<file path="src/rtl/priority_scanner.sv">
// ============================================================================
//  Module   : priority_scanner
//  Purpose  : Accepts a W-bit request vector and emits the index of every set
//             bit, one per output handshake, MSB-first or LSB-first.
//  Options  : PSCAN_LAST_EN adds the 'last' output flag.
//  Revision : 1.0  initial release
// ============================================================================
`default_nettype none

module priority_scanner #(
  parameter int W         = 8,
  parameter int IW        = $clog2(W),
  parameter bit MSB_FIRST = 1'b1
) (
  input  logic          clk,
  input  logic          rst_n,
  input  logic [W-1:0]  i,
  input  logic          in_valid,
  output logic          in_ready,
  output logic [IW-1:0] y,
  output logic          out_valid,
  input  logic          out_ready,
  output logic          zero,
  output logic          busy
`ifdef PSCAN_LAST_EN
  ,
  output logic          last
`endif
);

  localparam logic [0:0] c_IDLE = 1'b0;
  localparam logic [0:0] c_SCAN = 1'b1;

  logic [0:0]    r_state;
  logic [W-1:0]  r_pend;
  logic          r_zero;

  logic          w_scan;
  logic          w_accept;
  logic          w_fire;
  logic          w_final;
  logic [IW-1:0] w_idx;
  logic [W-1:0]  w_pend_clr;

  assign w_scan   = (r_state == c_SCAN);
  assign w_accept = (r_state == c_IDLE) && in_valid;
  assign w_fire   = w_scan && out_ready;

  // Later loop iterations win, so the scan direction sets the priority.
  generate
    if (MSB_FIRST) begin : g_msb_first
      always_comb begin
        w_idx = '0;
        for (int n = 0; n < W; n++) begin
          if (r_pend[n]) w_idx = IW'(n);
        end
      end
    end else begin : g_lsb_first
      always_comb begin
        w_idx = '0;
        for (int n = W - 1; n >= 0; n--) begin
          if (r_pend[n]) w_idx = IW'(n);
        end
      end
    end
  endgenerate

  // Pend with the current index removed; empty means this is the final beat.
  assign w_pend_clr = r_pend & ~(W'(1) << w_idx);
  assign w_final    = (w_pend_clr == '0);

  always_ff @(posedge clk or negedge rst_n) begin
    if (!rst_n) begin
      r_state <= c_IDLE;
      r_pend  <= '0;
      r_zero  <= 1'b0;
    end else begin
      r_zero <= w_accept && (i == '0);
      if (r_state == c_IDLE) begin
        if (w_accept && (i != '0)) begin
          r_pend  <= i;
          r_state <= c_SCAN;
        end
      end else begin
        if (w_fire) begin
          r_pend <= w_pend_clr;
          if (w_final) r_state <= c_IDLE;
        end
      end
    end
  end

  assign in_ready  = (r_state == c_IDLE);
  assign busy      = w_scan;
  assign out_valid = w_scan;
  assign y         = w_scan ? w_idx : '0;
  assign zero      = r_zero;

`ifdef PSCAN_LAST_EN
  assign last = w_scan && w_final;
`endif

endmodule

`default_nettype wire
</file>
<file path="config.mk">
export PLATFORM = sky130hd
export DESIGN_NAME = priority_scanner
export DESIGN_NICKNAME = d
export VERILOG_FILES = /design/src/rtl/priority_scanner.sv
export SDC_FILE = /design/constraint.sdc
export NUM_CORES = 1
export LEC_CHECK = 0
export ABC_AREA = 1
export BUFFER_PORTS_ARGS = -buffer_cell sky130_fd_sc_hd__buf_4
export CAP_MARGIN = 10
export CORE_ASPECT_RATIO = 1.25
export CORE_MARGIN = 10
export CORE_UTILIZATION = 35
export CTS_CLUSTER_DIAMETER = 80
export DETAILED_ROUTE_END_ITERATION = 7
export GPL_ROUTABILITY_DRIVEN = 0
export HOLD_SLACK_MARGIN = 0.02
export PLACE_DENSITY = 0.69
export SETUP_SLACK_MARGIN = 0.05
export SLEW_MARGIN = 40
export SYNTH_ARGS = -nofsm -noshare
export SYNTH_HDL_FRONTEND = slang
export SYNTH_SLANG_ARGS = --single-unit
</file>
<file path="constraint.sdc">
create_clock -name clk -period 2.5 [get_ports clk]
set_input_delay 0.125 -clock clk [delete_from_list [all_inputs] [get_ports clk]]
set_output_delay 0.125 -clock clk [all_outputs]
set_load 0.02 [all_outputs]
</file>
Word level (Yosys, flattened, before mapping):

Index checks and enable logic that the tools add are counted.

* flip-flop bits (word level): 10
* bits of input ports: 12
* logic and storage cells: 32
* output and inout port bits: 7

* equal/unequal tests: 1
* bitwise logic cells: 3
* reductions and logical operators: 9
* muxes and demuxes: 15
* shift operators: 1

Operators with widths (count)
* $mux W8: 3
* $logic_not A8 Y1: 2
* $mux W3: 5
* $and A8 B8 Y8: 1
* $not A8 Y8: 1
* $reduce_bool A8 Y1: 1
* $shl A1 B3 Y8 const A: 1
* $mux W1: 5
* $logic_and A1 B1 Y1: 4
* $mux W2: 2
* $ne A2 B1 Y1 const B: 1
* $reduce_and A2 Y1: 1
* $reduce_bool A2 Y1: 1
* $not A1 Y1: 1

Longest topological paths before layout:

Gate-level depths: netlist of run 1.

* depth in word-level cells: 14
* depth in mapped cells: 11
* depth with buffers taken out: 11

Least setup slack after synthesis of run 1:

Ideal clock, no wire load.

* path type: register to output
* start point: reg r_state (netlist: busy)
* end point: out y[0]
* slack: 1189 ps
* cell stages (with the launch flop): 4
* buffers on the path: 1
* arrival time: 1186 ps
* required time: 2375 ps
* cell sequence: dfrtp_1 buf_2 inv_1 a21oi_1

* longest elaborated chain between the ends: 1

RTL lines
* start, declared: RTL line 34 `logic [0:0] r_state;`
* start signal, assigned: RTL line 74 `r_state <= c_IDLE;`
* start signal, assigned: RTL line 82 `r_state <= c_SCAN;`
* start signal, assigned: RTL line 87 `if (w_final) r_state <= c_IDLE;`
* $mux W3: RTL line 96 `assign y = w_scan ? w_idx : '0;`
* end, declared: RTL line 20 `output logic [IW-1:0] y,`

No other way between the ends.

Worst setup path in the final report of run 1:

Same ends and word-level chain as after synthesis.

==> results.cfg, run 1 <==
[run_status]
status = complete, no violations

[logic_synthesis]
synthesis.nets = 106
synth.area.top_cells = sky130_fd_sc_hd__dfrtp_1 37%, sky130_fd_sc_hd__nand2_1 17%, sky130_fd_sc_hd__nand3_1 5.2%
synthMostInstantiatedCell = sky130_fd_sc_hd__nand2_1
synthArstFlopShare_pct = 100.0
yosys-top-cells-count = 30 x sky130_fd_sc_hd__nand2_1, 10 x sky130_fd_sc_hd__dfrtp_1, 9 x sky130_fd_sc_hd__nor2_1
synth-main-ff-cell = sky130_fd_sc_hd__dfrtp_1
synth-warning-count = 0
syn_area_um2 = 675.6
synth_largest_area_cell = sky130_fd_sc_hd__dfrtp_1
post-synth-top-area-fraction_pct = 37.04
synthDistinctLibCells = 24
syn_area_per_cell_um2 = 7.188
syn-instance-count = 94
synth-seq-cells = 10
seq_area_frac_synth_pct = 37.04
synth-edff-count = 0

[flow_run]
maxCapViolCount = 0

[sta]
setup-violations-final = 0
setup_ws_ns = 0.8419
timing.final.hold_violations = 0
timing.final.crit_share_pct = 66.32
fin_setup_tns_ns = 0
slew_viol_final = 0
worst_slew_margin_relative_to_its_limit_pct = 65.24
finalClockSkew_ns = 0.004134
worst_slew_pin_slew_ns = 0.5213
period_minus_slack_ns = 1.658
rsz_0062_raised_after_global_routing = false
achievable-frequency_ghz = 0.6031

[power_and_ir_drop]
cellLeakagePower_nw = 0.4337
p_switching_w = 0.0005196
combinational_share_of_power_pct = 60.4
design_internal_power_w = 0.0005348
cellPowerDensity_nw_per_um2 = 1258
sequential_cell_fraction_of_total_power_pct = 29.2
vdd_drop_max_mv = 0.6053
sw_frac_of_total_pct = 49.28
fraction_of_power_consumed_by_the_clock_network_pct = 10.4

[routing]
first_iter_violations = 12
via_count = 652
detail_route.drc_violations = 0
detail_route.first_pass.iterations = 4
wl_per_cell_um = 12.74
totalWireLength_um = 1669
ant_nets = 0
via_density = 4.977

[placed_design]
port-buffer-count = 18
post-place-cells = 127
placement.setup.worst_slack_ns = 1.053
post-dp-hpwl_um = 1357
post_dp_cell_area_um2 = 805.8

[worst_setup_path]
cpLargestDelayFamily = flip-flops
crit_path_start_kind = flop
worstPathCellList = inv_1 -> a21oi_1 -> buf_4
critical_path_class = flop to output pin
timing.critical_path.slowest_stage_cell = sky130_fd_sc_hd__dfrtp_1
path_depth = 3
register_to_register_path_depth = 5
max_stage_delay_ns = 0.67
timing.critical_path.fanout_max = 19
total_buffers_and_inverters_traversed_by_the_critical_path = 2
cp-end-kind = output pin
critPathRequiredTime_ns = 2.38
timing.critical_path.arrival_ns = 1.53

[finish]
area_growth_syn_to_layout_pct = 24.07
final_net_count = 126
insertedDiodeCount = 0
post_route_cells_drive_above_1_share_pct = 28.57
final_cell_count_no_fill = 131
stdcell_area_um2 = 838.3

[clocking]
cts_tree = done
clkSinkCount = 10
clock_latency_ns = 0.26
hold_buffers = 1
number_of_setup_buffers_added_after_cts = 0
ctsHtreeMaxLevel = 1
cts_buffers = 3
maximum_buffer_depth_of_the_clock_tree = 2
cts_resized = 0
root_buffer = sky130_fd_sc_hd__clkbuf_4
clk_pin_slew_worst_paths_ns = 0.06

[floorplan]
placeableCoreArea_um2 = 1808
die_area_um2 = 4099
fp.dieH_um = 69.13
die_x_um = 59.30
initial_utilization_pct = 37.37
std_cell_rows = 17
top_level_ports = 19

[worst_hold_path]
min_path_type = primary input to flop
hold_path_depth = 3

[grt]
global_route_usage_over_all_layers_pct = 9.043
globalRoute.totalOverflow = 0
grt_max_degree = 20
grt_antenna_before_repair = 0
grt_first_pass_wirelength_um = 3029
first_global_vias = 690
==> cell type report <==
class,count,area [µm²]
Inverter,9,33.78
Tap cell,19,23.77
Sequential cell,10,250.2
Multi-Input combinational cell,71,362.8
Fill cell,181,969.7
Timing Repair Buffer,19,145.1
Clock buffer,3,22.52
==> cells in the final DEF, fill, tap and decap left out <==
| cell | instances |
|---|---|
| sky130_fd_sc_hd__and2_1 | 1 |
| sky130_fd_sc_hd__a31oi_2 | 2 |
| sky130_fd_sc_hd__dlygate4sd3_1 | 1 |
| sky130_fd_sc_hd__buf_4 | 18 |
| sky130_fd_sc_hd__nand3_1 | 7 |
| sky130_fd_sc_hd__o211ai_2 | 1 |
| sky130_fd_sc_hd__nand2_2 | 1 |
| sky130_fd_sc_hd__inv_2 | 2 |
| sky130_fd_sc_hd__dfrtp_1 | 10 |
| sky130_fd_sc_hd__o211ai_1 | 3 |
| sky130_fd_sc_hd__a21oi_1 | 3 |
| sky130_fd_sc_hd__o21ai_0 | 1 |
| sky130_fd_sc_hd__clkbuf_4 | 3 |
| sky130_fd_sc_hd__or2_2 | 1 |
| sky130_fd_sc_hd__nand4_1 | 1 |
| sky130_fd_sc_hd__inv_1 | 7 |
| sky130_fd_sc_hd__nand2_1 | 30 |
| sky130_fd_sc_hd__a21boi_1 | 1 |
| sky130_fd_sc_hd__o21ai_2 | 1 |
| sky130_fd_sc_hd__nor4_1 | 1 |
| sky130_fd_sc_hd__nor2_1 | 9 |
| sky130_fd_sc_hd__nor2_2 | 1 |
| sky130_fd_sc_hd__o21ai_1 | 5 |
| sky130_fd_sc_hd__nor2_4 | 2 |
==> routing by layer <==
metal	global-route usage (%)	wire [µm]	up-vias	part of all wire, %
met5	0	0	-	0
met2	13.49	805	24	48
li1	-	-	343	-
met1	10.80	675	280	40
met3	2.742	142	5	8.5
met4	5.344	46	0	2.8
==> final timing paths <==
path / start / end / slack [ns]
max: busy / y[0] / 0.84
min: in_valid / zero / 0.11
max reg2reg: busy / r_pend[5] / 1.01
min reg2reg: r_pend[3] / r_pend[3] / 0.56
max in group asynchronous: rst_n / r_pend[4] / 2.13
min in group asynchronous: rst_n / r_pend[3] / 0.22
==> registers in the layout, summed over array words and instances, names as in the netlist <==
| register | count |
|---|---|
| zero | 1 |
| busy | 1 |
| r_pend | 8 |
==> worst reg2reg max path, stage by stage, from the launching register on <==
cell and delay [ns]:
sky130_fd_sc_hd__dfrtp_1 0.67, sky130_fd_sc_hd__nor2_1 0.12, sky130_fd_sc_hd__o21ai_2 0.11, sky130_fd_sc_hd__nand2_2 0.22, sky130_fd_sc_hd__o211ai_1 0.16, sky130_fd_sc_hd__o21ai_1 0.09
==> metrics by stage <==
stage	util (%)	hold WS (ns)	total power (W)
6_report	46.37	0.1113	0.001054
5_1_grt	46.37	0.1127	0.001165
2_1_floorplan	-	-0.1706	0.0007805
3_5_place_dp	44.57	-0.03546	0.0009496
3_3_place_gp	44.57	-0.03704	0.0009402
4_1_cts	46.37	0.1145	0.001062
==> power groups by stage <==
stage	Combinational [W]	Sequential (W)	Clock [W]
2_1_floorplan	0.000495	0.000286	0
3_3_place_gp	0.000630	0.000310	0
3_5_place_dp	0.000638	0.000312	0
4_1_cts	0.000644	0.000308	0.000110
5_1_grt	0.000724	0.000321	0.000120
6_report	0.000637	0.000308	0.000110
==> cells by family after synthesis <==
family / after synthesis / share of synthesized area, %
and+or+nand+nor: 54 / 35.74
AOI/OAI and AO/OA: 17 / 17.96
buffers and inverters: 13 / 9.261
DFF: 10 / 37.04
No activity file was read; power rests on OpenSTA's default activity.
==> inputs of run 2 (changes only) <==
--- a/config.mk
+++ b/config.mk
@@ -5,7 +5,7 @@
 export SDC_FILE = /design/constraint.sdc
 export NUM_CORES = 1
 export LEC_CHECK = 0
-export ABC_AREA = 1
+export ABC_AREA = 0
 export BUFFER_PORTS_ARGS = -buffer_cell sky130_fd_sc_hd__buf_4
 export CAP_MARGIN = 10
 export CORE_ASPECT_RATIO = 1.25
@@ -15,7 +15,7 @@
 export DETAILED_ROUTE_END_ITERATION = 7
 export GPL_ROUTABILITY_DRIVEN = 0
 export HOLD_SLACK_MARGIN = 0.02
-export PLACE_DENSITY = 0.69
+export PLACE_DENSITY = 0.7
 export SETUP_SLACK_MARGIN = 0.05
 export SLEW_MARGIN = 40
 export SYNTH_ARGS = -nofsm -noshare
==> constraint.sdc (replaced) <==
create_clock -name clk -period 1.6 [get_ports clk]
set_input_delay 0.08 -clock clk [delete_from_list [all_inputs] [get_ports clk]]
set_output_delay 0.08 -clock clk [all_outputs]
set_load 0.02 [all_outputs]
==> run 2 against run 1 <==
The flow now finishes with violations (negative setup slack). Sequential power is 61% higher. Register-to-register slack got worse by 1.1 ns. Setup slack worse by 0.97 ns. Largest power group unchanged. Die area down 6.8%. Critical path depth grew 1. Routed wire length rose by 10%. Final cell count fell by 15%. Sequential share of layout area is 2.0 points lower. Utilization rose by 10 points. First-iteration DRC count is 17% higher. Worst hold slack worse by 0.075 ns. Cell area up 7.9%.
==> results.cfg, run 2 <==
[routing]
first_iter_violations = 14
via_count = 648
totalWireLength_um = 1836
detail_route.drc_violations = 0
detail_route.first_pass.iterations = 4
wl_per_cell_um = 16.39
ant_nets = 0
via_density = 5.786

[grt]
first_global_vias = 686
grt_antenna_before_repair = 0
grt_first_pass_wirelength_um = 2994
global_route_usage_over_all_layers_pct = 10.00
globalRoute.totalOverflow = 0
grt_max_degree = 11

[worst_setup_path]
timing.critical_path.fanout_max = 6
path_common_cell = sky130_fd_sc_hd__buf_6
timing.critical_path.arrival_ns = 1.65
total_buffers_and_inverters_traversed_by_the_critical_path = 2
critPathRequiredTime_ns = 1.52
crit_path_start_kind = flop
cpLargestDelayFamily = simple AND/OR/NAND/NOR gates
critical_path_class = flop to output pin
cp-end-kind = output pin
crit-reg2reg-capture = busy
max_stage_delay_ns = 0.60
worstPathCellList = or4_4 -> and2_4 -> buf_6 -> buf_6
timing.critical_path.slowest_stage_cell = sky130_fd_sc_hd__or4_4
timing.rr.start = r_pend[7]
reg2reg_slack_ns = -0.09
register_to_register_path_depth = 4

[logic_synthesis]
synth_largest_area_cell = sky130_fd_sc_hd__dfrtp_1
synthDistinctLibCells = 25
post-synth-top-area-fraction_pct = 41.07
synth-seq-cells = 10
synth-main-ff-cell = sky130_fd_sc_hd__dfrtp_1
synthMostInstantiatedCell = sky130_fd_sc_hd__dfrtp_1
seq_area_frac_synth_pct = 41.07
syn-instance-count = 65
yosys-top-cells-count = 10 x sky130_fd_sc_hd__dfrtp_1, 8 x sky130_fd_sc_hd__a22o_1, 5 x sky130_fd_sc_hd__nor2_1, 5 x sky130_fd_sc_hd__o21ai_0, 4 x sky130_fd_sc_hd__o22ai_1
synth.area.top_cells = sky130_fd_sc_hd__dfrtp_1 41%, sky130_fd_sc_hd__a22o_1 11%, sky130_fd_sc_hd__o21ai_0 4.1%
synth-edff-count = 0
synthesis.nets = 77
synthArstFlopShare_pct = 100.0
syn_area_um2 = 609.3
syn_area_per_cell_um2 = 9.374
synth-warning-count = 0

[finish]
final_cell_count_no_fill = 112
regMostFlops = r_pend
fill_cells = 149
layout_common_cells = 28 x sky130_fd_sc_hd__buf_4, 9 x sky130_fd_sc_hd__dfrtp_1, 8 x sky130_fd_sc_hd__a22o_1, 5 x sky130_fd_sc_hd__nor2_1, 5 x sky130_fd_sc_hd__o21ai_0
most_common_library_cell_in_the_layout_ignoring_fill_and_taps = sky130_fd_sc_hd__buf_4
insertedDiodeCount = 0
area_growth_syn_to_layout_pct = 48.46
stdcell_area_um2 = 904.6
final_net_count = 107
post_route_cells_drive_above_1_share_pct = 43.62
largest_reg_flops = 8

[worst_hold_path]
hold_path_depth = 2
min_to = r_pend[3]
worstHoldStart = i[3]
min_path_type = primary input to flop

[floorplan]
placeableCoreArea_um2 = 1602
initial_utilization_pct = 38.05
fp.dieH_um = 66.65
die_area_um2 = 3820
top_level_ports = 19
die_x_um = 57.32
std_cell_rows = 16

[run_status]
failed_checks = negative setup slack
status = finished, violations left

[sta]
timing.final.hold_violations = 0
worst_slew_pin_slew_ns = 0.3645
timing.final.crit_share_pct = 107.8
fin_setup_tns_ns = -0.3151
setup_ws_ns = -0.1251
setup-violations-final = 4
rsz_0062_raised_after_global_routing = true
period_minus_slack_ns = 1.725
slew_viol_final = 0
worst_slew_margin_relative_to_its_limit_pct = 75.70
hold_ws_ns = 0.03598
achievable-frequency_ghz = 0.5797
finalClockSkew_ns = 0.004077

[placed_design]
post-place-cells = 105
post_dp_cell_area_um2 = 824.5
post-dp-hpwl_um = 1347
port-buffer-count = 18

[power_and_ir_drop]
cellPowerDensity_nw_per_um2 = 2230
design_power_total_w = 0.002017
cellLeakagePower_nw = 0.4264
vdd_drop_max_mv = 1.160

[clocking]
clk_pin_slew_worst_paths_ns = 0.07
maximum_buffer_depth_of_the_clock_tree = 2
cts_tree = done
cts_buffers = 3
clkSinkCount = 10
root_buffer = sky130_fd_sc_hd__clkbuf_4
ctsHtreeMaxLevel = 1
clock_latency_ns = 0.27

[flow_run]
maxCapViolCount = 0
-- run 2: cell types whose count changed in the layout (fill, tap and decap cells not counted), sizes merged, moves of 4 or more --
cell	change
nand3	-7
o22ai	+4
nor2	-7
buf	+12
o211ai	-4
nand2	-30
inv	-7
a22o	+8
-- run 2: repair_timing --
item / in CTS / in global routing
pin swaps: 2 / 0
setup endpoints to repair: 6 / 7
buffers inserted: 1 / 1
hold endpoints to repair: 10 / 0
hold buffers: 1 / 0
resized for setup: 3 / 2
-- run 2: area by class of cell --
type                            count  area, µm²  area share (%)
Multi-Input combinational cell     47      344.1           38.04
Clock buffer                        4      36.28           4.011
Sequential cell                    10      251.5           27.80
Inverter                            2      7.507          0.8299
Timing Repair Buffer               31      242.7           26.83
Tap cell                           18      22.52           2.490
-- run 2: worst max-delay path by stage --
stage / startpoint / endpoint / slack [ns] / depth (start not counted)
floorplan: r_pend[5] / busy / -0.13 / 5
global placement: r_pend[4] / busy / -0.14 / 4
detailed placement: r_pend[4] / busy / -0.18 / 4
CTS: r_pend[7] / y[2] / -0.13 / 4
global route: r_pend[7] / busy / -0.18 / 4
finish: r_pend[7] / y[2] / -0.13 / 4
-- run 2: kinds of logic (layout without fill, tap and decap cells) --
logic type	count (synthesis)	after routing	share of synthesized area, %
compound gates	28	28	33.06
simple gates	19	19	20.12
buf+inv	8	37	5.749
flops	10	10	41.07
-- run 2: routing by layer --
metal | routed length (µm) | global-route usage [%]
met1 | 701 | 8.976
met2 | 977 | 18.61
met3 | 105 | 2.467
met4 | 52 | 7.941
met5 | 0 | 0
-- run 2: power breakdown --
part	internal (W)	leakage [nW]	switching (W)	total [W]
registers	0.000360	0.126	0.000137	0.000497
clock network	0.000138	0.0210	0.0000943	0.000233
logic	0.000663	0.280	0.000625	0.00129
-- run 2: through the flow --
stage | utilization [%] | worst slack [ns]
3_3_place_gp | 51.48 | -0.1416
6_report | 56.48 | -0.1251
4_1_cts | 55.55 | -0.1270
2_1_floorplan | - | -0.1257
5_1_grt | 56.48 | -0.1777
3_5_place_dp | 51.48 | -0.1765
